File: src/rtl/ctrl_pkg.sv
// Shared types, opcode constants and small decode helpers for the decode control pipe.
package ctrl_pkg;

  localparam logic [6:0] OPC_LOAD   = 7'b0000011;
  localparam logic [6:0] OPC_OP     = 7'b0110011;
  localparam logic [6:0] OPC_OP_IMM = 7'b0010011;
  localparam logic [6:0] OPC_STORE  = 7'b0100011;
  localparam logic [6:0] OPC_BRANCH = 7'b1100011;
  localparam logic [6:0] OPC_JAL    = 7'b1101111;
  localparam logic [6:0] OPC_JALR   = 7'b1100111;
  localparam logic [6:0] OPC_LUI    = 7'b0110111;
  localparam logic [6:0] OPC_AUIPC  = 7'b0010111;
  localparam logic [6:0] OPC_SYSTEM = 7'b1110011;

  localparam logic [2:0] F3_CSRRW  = 3'b001;
  localparam logic [2:0] F3_CSRRS  = 3'b010;
  localparam logic [2:0] F3_CSRRC  = 3'b011;
  localparam logic [2:0] F3_CSRRWI = 3'b101;
  localparam logic [2:0] F3_CSRRSI = 3'b110;
  localparam logic [2:0] F3_CSRRCI = 3'b111;

  localparam logic [3:0] CMP_LT  = 4'b0001;
  localparam logic [3:0] CMP_LTU = 4'b0010;

  typedef enum logic [3:0] {
    ALU_ADD = 4'd0, ALU_SUB = 4'd1, ALU_AND = 4'd2, ALU_OR  = 4'd3,
    ALU_XOR = 4'd4, ALU_SLL = 4'd5, ALU_SRL = 4'd6, ALU_SRA = 4'd7
  } alusel_e;

  // br is one-hot: [0]=beq [1]=bne [2]=blt [3]=bge [4]=bltu [5]=bgeu.
  // loadcntrl one-hot lb,lh,lw,lbu,lhu from bit 0; storecntrl one-hot sb,sh,sw.
  typedef struct packed {
    logic [3:0] alusel;
    logic [2:0] storecntrl;
    logic [4:0] loadcntrl;
    logic [3:0] cmpcntrl;
    logic [5:0] br;
    logic       branch;
    logic       memread;
    logic       memwrite;
    logic       regwrite;
    logic       alusrc;
    logic       compare;
    logic       auipc;
    logic       lui;
    logic       jal;
    logic       jalr;
    logic [2:0] csrsel;
    logic       csrread;
    logic       csrwrite;
    logic       md;
    logic [2:0] mdop;
    logic       illegal;
  } ctrl_t;

  // alt selects SUB for funct3 000 and SRA for funct3 101.
  function automatic alusel_e alu_op(input logic [2:0] f3, input logic alt);
    alusel_e op;
    case (f3)
      3'b000:  op = alt ? ALU_SUB : ALU_ADD;
      3'b001:  op = ALU_SLL;
      3'b010:  op = ALU_SUB;
      3'b011:  op = ALU_SUB;
      3'b100:  op = ALU_XOR;
      3'b101:  op = alt ? ALU_SRA : ALU_SRL;
      3'b110:  op = ALU_OR;
      3'b111:  op = ALU_AND;
      default: op = ALU_ADD;
    endcase
    return op;
  endfunction

  function automatic logic [3:0] cmp_ctrl(input logic [2:0] f3);
    logic [3:0] c;
    case (f3)
      3'b010:  c = CMP_LT;
      3'b011:  c = CMP_LTU;
      default: c = 4'b0000;
    endcase
    return c;
  endfunction

  // Implemented machine CSRs; any other address selects 0.
  function automatic logic [2:0] csr_sel(input logic [11:0] addr);
    logic [2:0] s;
    case (addr)
      12'h300: s = 3'd1;
      12'h304: s = 3'd2;
      12'h305: s = 3'd3;
      12'h341: s = 3'd4;
      12'h342: s = 3'd5;
      12'h344: s = 3'd6;
      default: s = 3'd0;
    endcase
    return s;
  endfunction

endpackage

File: src/rtl/ctrl_decode.sv
// Combinational RV32I (+ optional M, macro M_EXT_EN) decoder from instruction word to ctrl_t.
module ctrl_decode
  import ctrl_pkg::*;
(
  input  logic [31:0] ins,
  output ctrl_t       ctrl
);

  logic [6:0] opc;
  logic [6:0] f7;
  logic [2:0] f3;
  logic [4:0] rd;
  logic [4:0] rs1;
  ctrl_t      c;
  logic       ill;

  assign opc = ins[6:0];
  assign rd  = ins[11:7];
  assign f3  = ins[14:12];
  assign rs1 = ins[19:15];
  assign f7  = ins[31:25];

  // Per-opcode field decode; ill marks any encoding not recognised here.
  always_comb begin
    c   = '0;
    ill = 1'b0;
    case (opc)
      OPC_LUI: begin
        c.lui = 1'b1; c.alusrc = 1'b1; c.regwrite = 1'b1;
      end
      OPC_AUIPC: begin
        c.auipc = 1'b1; c.alusrc = 1'b1; c.regwrite = 1'b1;
      end
      OPC_JAL: begin
        c.jal = 1'b1; c.regwrite = 1'b1;
      end
      OPC_JALR: begin
        c.jalr = 1'b1; c.alusrc = 1'b1; c.regwrite = 1'b1;
        if (f3 != 3'b000) ill = 1'b1;
        else              ill = 1'b0;
      end
      OPC_BRANCH: begin
        c.branch = 1'b1;
        c.alusel = ALU_SUB;
        case (f3)
          3'b000:  c.br = 6'b000001;
          3'b001:  c.br = 6'b000010;
          3'b100:  c.br = 6'b000100;
          3'b101:  c.br = 6'b001000;
          3'b110:  c.br = 6'b010000;
          3'b111:  c.br = 6'b100000;
          default: ill = 1'b1;
        endcase
      end
      OPC_LOAD: begin
        c.memread = 1'b1; c.alusrc = 1'b1; c.regwrite = 1'b1;
        case (f3)
          3'b000:  c.loadcntrl = 5'b00001;
          3'b001:  c.loadcntrl = 5'b00010;
          3'b010:  c.loadcntrl = 5'b00100;
          3'b100:  c.loadcntrl = 5'b01000;
          3'b101:  c.loadcntrl = 5'b10000;
          default: ill = 1'b1;
        endcase
      end
      OPC_STORE: begin
        c.memwrite = 1'b1; c.alusrc = 1'b1;
        case (f3)
          3'b000:  c.storecntrl = 3'b001;
          3'b001:  c.storecntrl = 3'b010;
          3'b010:  c.storecntrl = 3'b100;
          default: ill = 1'b1;
        endcase
      end
      OPC_OP_IMM: begin
        c.alusrc   = 1'b1;
        c.regwrite = 1'b1;
        c.alusel   = alu_op(f3, (f3 == 3'b101) && (f7 == 7'b0100000));
        c.compare  = (f3 == 3'b010) || (f3 == 3'b011);
        c.cmpcntrl = cmp_ctrl(f3);
        if ((f3 == 3'b001) && (f7 != 7'b0000000))
          ill = 1'b1;
        else if ((f3 == 3'b101) && (f7 != 7'b0000000) && (f7 != 7'b0100000))
          ill = 1'b1;
        else
          ill = 1'b0;
      end
      OPC_OP: begin
        c.regwrite = 1'b1;
        case (f7)
          7'b0000000: begin
            c.alusel   = alu_op(f3, 1'b0);
            c.compare  = (f3 == 3'b010) || (f3 == 3'b011);
            c.cmpcntrl = cmp_ctrl(f3);
          end
          7'b0100000: begin
            c.alusel = alu_op(f3, 1'b1);
            if ((f3 != 3'b000) && (f3 != 3'b101)) ill = 1'b1;
            else                                  ill = 1'b0;
          end
`ifdef M_EXT_EN
          7'b0000001: begin
            c.md     = 1'b1;
            c.mdop   = f3;
            c.alusel = {1'b1, f3};
          end
`endif
          default: ill = 1'b1;
        endcase
      end
      OPC_SYSTEM: begin
        c.regwrite = 1'b1;
        c.alusrc   = f3[2];
        c.csrsel   = csr_sel(ins[31:20]);
        case (f3)
          F3_CSRRW, F3_CSRRWI: begin
            c.csrread  = (rd != 5'd0);
            c.csrwrite = 1'b1;
          end
          F3_CSRRS, F3_CSRRC, F3_CSRRSI, F3_CSRRCI: begin
            c.csrread  = 1'b1;
            c.csrwrite = (rs1 != 5'd0);
          end
          default: ill = 1'b1;
        endcase
      end
      default: ill = 1'b1;
    endcase
  end

  // Bubble and illegal words collapse to fixed words; rd==x0 never writes.
  always_comb begin
    ctrl = c;
    if (ins == 32'h0000_0000) begin
      ctrl = '0;
    end else if (ill) begin
      ctrl         = '0;
      ctrl.illegal = 1'b1;
    end else begin
      ctrl.regwrite = c.regwrite && (rd != 5'd0);
    end
  end

endmodule

File: src/rtl/decode_ctrl_pipe.sv
// Handshaked, registered decode stage. Optional M extension and divider
// occupancy counter are enabled by defining M_EXT_EN.
module decode_ctrl_pipe
  import ctrl_pkg::*;
#(
  parameter int DIV_CYCLES = 32,
  parameter int XLEN       = 32
) (
  input  logic            clk,
  input  logic            rst,
  input  logic            in_valid,
  output logic            in_ready,
  input  logic [XLEN-1:0] in_ins,
  input  logic            flush,
  input  logic            hazard,
  output logic            out_valid,
  input  logic            out_ready,
  output ctrl_t           out_ctrl,
  output logic [XLEN-1:0] out_ins,
  output logic            div_busy
);

  localparam int CW = (DIV_CYCLES > 1) ? $clog2(DIV_CYCLES) : 1;

  ctrl_t         dec;
  logic          acc;
  logic [CW-1:0] div_cnt;

  ctrl_decode u_decode (
    .ins  (in_ins),
    .ctrl (dec)
  );

  assign in_ready = !rst && !hazard && !div_busy && (!out_valid || out_ready);
  assign acc      = in_valid && in_ready;
  assign div_busy = (div_cnt != {CW{1'b0}});

  // Output register: flush beats accept, otherwise a taken word drains.
  always_ff @(posedge clk) begin
    if (rst) begin
      out_valid <= 1'b0;
      out_ctrl  <= '0;
      out_ins   <= {XLEN{1'b0}};
    end else if (flush) begin
      out_valid <= 1'b0;
    end else if (acc) begin
      out_valid <= 1'b1;
      out_ctrl  <= dec;
      out_ins   <= in_ins;
    end else if (out_ready) begin
      out_valid <= 1'b0;
    end
  end

`ifdef M_EXT_EN
  localparam logic [CW-1:0] DIV_LOAD = CW'(DIV_CYCLES - 1);

  // Divider occupancy: only the divide class (mdop[2]) holds the unit.
  always_ff @(posedge clk) begin
    if (rst || flush) begin
      div_cnt <= {CW{1'b0}};
    end else if (acc && dec.md && dec.mdop[2]) begin
      div_cnt <= DIV_LOAD;
    end else if (div_busy) begin
      div_cnt <= div_cnt - CW'(1);
    end
  end
`else
  assign div_cnt = {CW{1'b0}};
`endif

endmodule

File: config.mk
export PLATFORM = sky130hd
export DESIGN_NAME = decode_ctrl_pipe
export DESIGN_NICKNAME = d
export VERILOG_FILES = /design/src/rtl/ctrl_pkg.sv /design/src/rtl/ctrl_decode.sv /design/src/rtl/decode_ctrl_pipe.sv
export SDC_FILE = /design/constraint.sdc
export NUM_CORES = 1
export LEC_CHECK = 0
export CAP_MARGIN = 20
export CORE_AREA = 5 5 125 68
export DETAILED_ROUTE_END_ITERATION = 7
export DIE_AREA = 0 0 130 73
export DONT_BUFFER_PORTS = 1
export PLACE_DENSITY_LB_ADDON = 0.15
export SLEW_MARGIN = 5
export SYNTH_ARGS = -nofsm -noshare
export SYNTH_HDL_FRONTEND = slang
export SYNTH_HIERARCHICAL = 1
export SYNTH_SLANG_ARGS = --single-unit
File: constraint.sdc
create_clock -name clk -period 2.4 [get_ports clk]
set_input_delay 0.48 -clock clk [delete_from_list [all_inputs] [get_ports clk]]
set_output_delay 0.48 -clock clk [all_outputs]
set_load 0.005 [all_outputs]
== Word level (Yosys, flattened, before mapping) ==
Memories as Yosys holds them, arrays and structs flattened.
Index checks and enable logic that the tools add are counted.

* Memories: 2
* Bits in read-only memories: 48
* Register bits after elaboration: 75
* Output and inout port bits: 77

{| class="wikitable"
|+ Memories
! memory !! depth !! bits a word !! rd ports !! clocked after memory_dff !! write ports !! line !! text
|-
| (no name shown) || 8 || 3 || 1 || 0 || 0 || ctrl_pkg.sv:59 || <nowiki>case (f3)</nowiki>
|-
| (no name shown) || 8 || 3 || 1 || 0 || 0 || ctrl_pkg.sv:59 ||
|}

* Reductions and logical operators: 34
* Bitwise logic cells: 1
* Multiplexer cells: 43
* Eq/ne operators: 26

{| class="wikitable"
|+ Operators with widths
! kind !! number
|-
| 12-bit by 10-bit == test with 1-bit output, second input constant || 6
|-
| 42-bit 2-to-1 mux || 1
|-
| 6-bit case mux with 6 select lines || 1
|-
| 32-bit logical NOT || 1
|-
| 7-bit by 6-bit == test with 1-bit output, second input constant || 4
|-
| 7-bit == test, second input constant || 4
|-
| 4-bit case mux with 7 select lines || 1
|-
| 25-bit 2-to-1 mux || 1
|-
| 5-bit case mux with 5 select lines || 1
|-
| 1-bit 2-to-1 mux || 21
|-
| 3-bit case mux with 6 select lines || 1
|-
| 6-bit OR reduction || 3
|-
| 16-bit 2-to-1 mux || 1
|-
| 4-bit case mux with 2 select lines || 2
|-
| 7-bit by 5-bit == test with 1-bit output, second input constant || 2
|-
| 3-bit == test, second input constant || 4
|-
| 4-bit case mux with 3 select lines || 1
|-
| 5-bit 2-to-1 mux || 2
|-
| 5-bit nonzero test || 2
|-
| 1-bit logical AND || 9
|-
| 3-bit case mux with 3 select lines || 1
|-
| 1-bit case mux with 8 select lines || 1
|-
| 2-bit case mux with 2 select lines || 2
|-
| 8-bit OR reduction || 1
|-
| 22 further kinds || 31
|}

== Depth between registers and ports, before layout ==
* Depth in word-level cells: 8
* Depth in mapped cells: 11

== Modules after synthesis ==
Netlist, hierarchy kept.

{| class="wikitable"
|+ By module, submodules not included
! module !! area an instance (um^2) !! cells each !! instances
|-
| decode_ctrl_pipe || 3056.7 || 346 || 1
|-
| ctrl_decode || 1042.2 || 163 || 1
|}

== Worst setup path after synthesis ==
OpenSTA, ideal clock, no wires.

* Path kind: input port to flip-flop
* From: in in_ins[12]
* To: reg out_ctrl[0] in the netlist's numbering
* Buffers on the path: 1
* Arrival time: 2.271 ns
* Slack: 0.060 ns
* Cell stages on the path: 10
* Path through: inv_1 -> ha_1 -> or2_1 -> a2111oi_0 -> o31ai_1 -> nand4b_4 -> buf_6 -> o31a_1 -> inv_1 -> o21ai_1

{| class="wikitable"
|+ RTL lines
! what !! line !! text
|-
| from (decl) || decode_ctrl_pipe.sv:13 || <nowiki>input logic [XLEN-1:0] in_ins,</nowiki>
|-
| to (signal assigned) || decode_ctrl_pipe.sv:42 || <nowiki>out_ctrl <= '0;</nowiki>
|-
| to (signal assigned) || decode_ctrl_pipe.sv:48 || <nowiki>out_ctrl <= dec;</nowiki>
|-
| to (decl) || decode_ctrl_pipe.sv:18 || <nowiki>output ctrl_t out_ctrl,</nowiki>
|}

==> results.py <==
metrics = {
    "outcome": {
        "run_status": "finished, final reports clean",
    },
    "hold_path": {
        "holdPathStages": 1,
        "worstHoldStart": "rst",
        "hold_class": "in -> reg",
    },
    "logic_synthesis": {
        "synthTopCellsByArea": "dfxtp_1 37%, o311ai_0 16%, inv_1 7.3%",
        "synth_ff_type": "dfxtp_1",
        "synth_area_um2": 4099,
        "synth_area_per_cell_um2": 8.053,
        "synth.top_cells.by_count": "80 x inv_1, 75 x dfxtp_1, 74 x o311ai_0",
        "ys_types": 58,
        "ys_ff_latch": 75,
        "synth_top_cell_area_share_pct": 36.63,
        "synth_enable_flop_cells": 0,
        "syn_inst": 509,
        "yosysWarnings": 6,
        "async_reset_ff_share_pct": 0,
        "synth_area_leader_cell": "dfxtp_1",
        "ys_seq_area_share_pct": 36.63,
        "synth_most_common_cell": "inv_1",
    },
    "job": {
        "cap_viol_max_count": 0,
    },
    "placed_design": {
        "place_ws_ns": -0.1411,
        "io_buffers": 0,
        "gp_congestion": 0.9510,
        "hpwl_um": 8382,
        "dpl_cell_area_um2": 4146,
        "dpl.cell_count": 585,
    },
    "clock_tree": {
        "cts.clk_slew.worst_paths_ns": 0.06,
        "clkSinkCount": 75,
        "cts_tree": "yes",
        "cts_buffer_depth": 2,
        "htreeDepth": 3,
        "clock_latency_ns": 0.33,
        "root_buffer": "clkbuf_16",
        "cts_buffers": 9,
        "hold_buffers": 0,
    },
    "cells_and_area": {
        "drive_gt1_share_pct": 11.90,
        "stdcell_count": 604,
        "area_growth_pct": 9.280,
        "antenna_cells": 0,
        "num-fill-cells": 719,
        "post-route-util_pct": 59.87,
        "stdcell_area_um2": 4479,
        "nNetsFinal": 542,
    },
    "setup_path": {
        "arrival_ns": 2.56,
        "crit_type": "in -> reg",
        "start_kind": "input pin",
        "crit_required_ns": 2.64,
        "critPathLaunch": "in_ins[12]",
        "setup.worst_path.end_class": "flop",
        "r2r_cells": 3,
        "worstReg2RegStart": "out_valid",
        "cp_max_fo": 11,
    },
    "timing": {
        "finalSetupTns_ns": 0,
        "worst_slack_ns": 0.08042,
        "max_slew.worst_pin.slew_ns": 0.8044,
        "slew_headroom_pct": 46.37,
        "setup_violations": 0,
        "fin_crit_sh_pct": 96.65,
        "skew_ns": 0.003596,
        "finalHoldViolCount": 0,
        "fin_crit_ns": 2.320,
        "max_freq_mhz": 431.1,
        "hold_ws_ns": 0.2060,
        "maxSlewViolCount": 0,
    },
    "power": {
        "power.leakage_nw": 1.532,
        "max-vdd-ir-drop_v": 0.0003430,
        "p_total_mw": 2.912,
        "powerDensity_nw_per_um2": 650.2,
    },
    "floorplan": {
        "start_util_pct": 54.78,
        "die_y_um": 73,
        "ios": 115,
        "die-area_um2": 9490,
        "fp-row-count": 23,
        "coreArea_um2": 7482,
        "die_width_um": 130,
    },
    "route": {
        "num_vias": 3774,
        "drc": 0,
        "dr.pass1.iters": 5,
        "via_per_inst": 6.248,
        "wl_um": 12150,
        "wire_per_inst_um": 20.12,
        "first_iter_violations": 330,
        "drt.antenna.violating_nets": 0,
    },
    "global_routing": {
        "grt_max_degree": 77,
        "grt.total_usage_pct": 26.58,
        "grt_pass1_wl_um": 19720,
        "overflow": 0,
        "grt_pass1_vias": 3639,
        "antenna_found_initial": 0,
    },
}
==> final timing paths <==
kind / slack (ns) / end
worst max-delay path: 0.08 / out_ctrl[27]
worst min-delay path: 0.21 / out_valid
worst max register to register: 0.70 / out_ctrl[27]
worst min register to register: 0.51 / out_ins[0]
==> sequential cells by signal, indices dropped and copies added, names as in the netlist <==
| signal | cells |
|---|---|
| out_ins | 32 |
| out_ctrl | 42 |
| out_valid | 1 |
==> where the power goes <==
| part | switching (mW) | internal, mW | total (mW) |
|---|---|---|---|
| Sequential | 0.0182 | 1.27 | 1.29 |
| Clock | 0.511 | 0.907 | 1.42 |
| Combinational | 0.129 | 0.0784 | 0.207 |
==> final cells by class <==
class	count	area (um^2)	area share, %
Clock inverter	5	77.57	1.732
Timing Repair Buffer	27	215.2	4.804
Sequential cell	75	1501	33.52
Tap cell	100	125.1	2.793
Multi-Input combinational cell	305	2023	45.17
Inverter	81	304.0	6.788
Clock buffer	11	232.7	5.196
==> cell usage in the layout (no fill, tap or decap), types with 3 or more instances in the layout <==
master,n
inv_1,79
dfxtp_1,75
o311ai_0,74
o21ai_1,56
buf_4,26
nor2_1,25
o21ai_0,21
nand2_1,20
nor3_1,16
clkbuf_16,9
a21oi_1,8
conb_1,8
nand3_1,7
nor4_1,5
ha_1,5
nand2b_1,4
or3_1,4
a31oi_1,4
nor2b_1,3
==> cell families (layout without fill, tap and decap cells) <==
kind of cell,count (synthesis),in the layout,synth area share [%]
AOI/OAI and AO/OA,180,180,30.53
buffers and inverters,135,124,14.62
and+or+nand+nor,110,110,16.06
DFF,75,75,36.63
adders and majority gates,5,5,1.526
other,2,8,0.1832
xor gates and xnor gates,1,1,0.2137
muxes,1,1,0.2442
==> critical path: stages <==
cell       delay, ns
inv_1           0.08
ha_1            0.21
or2_1           0.15
a2111oi_0       0.10
buf_4           0.15
o31ai_1         0.40
nand4b_4        0.27
buf_4           0.22
nor4bb_2        0.25
inv_1           0.06
o21ai_0         0.19
==> repair_timing <==
item,in CTS,in global routing
setup buffers,0,3
resized for setup,0,0
setup endpoints to repair,0,2
==> layer usage <==
metal | track usage [%] | up-vias | wire length, um
li1 | - | 1821 | -
met2 | 38.16 | 151 | 5034
met1 | 36.82 | 1791 | 5662
met5 | 0 | - | 0
met4 | 5.760 | 0 | 114
met3 | 11.84 | 11 | 1343
(Power assumes the default switching activity.)
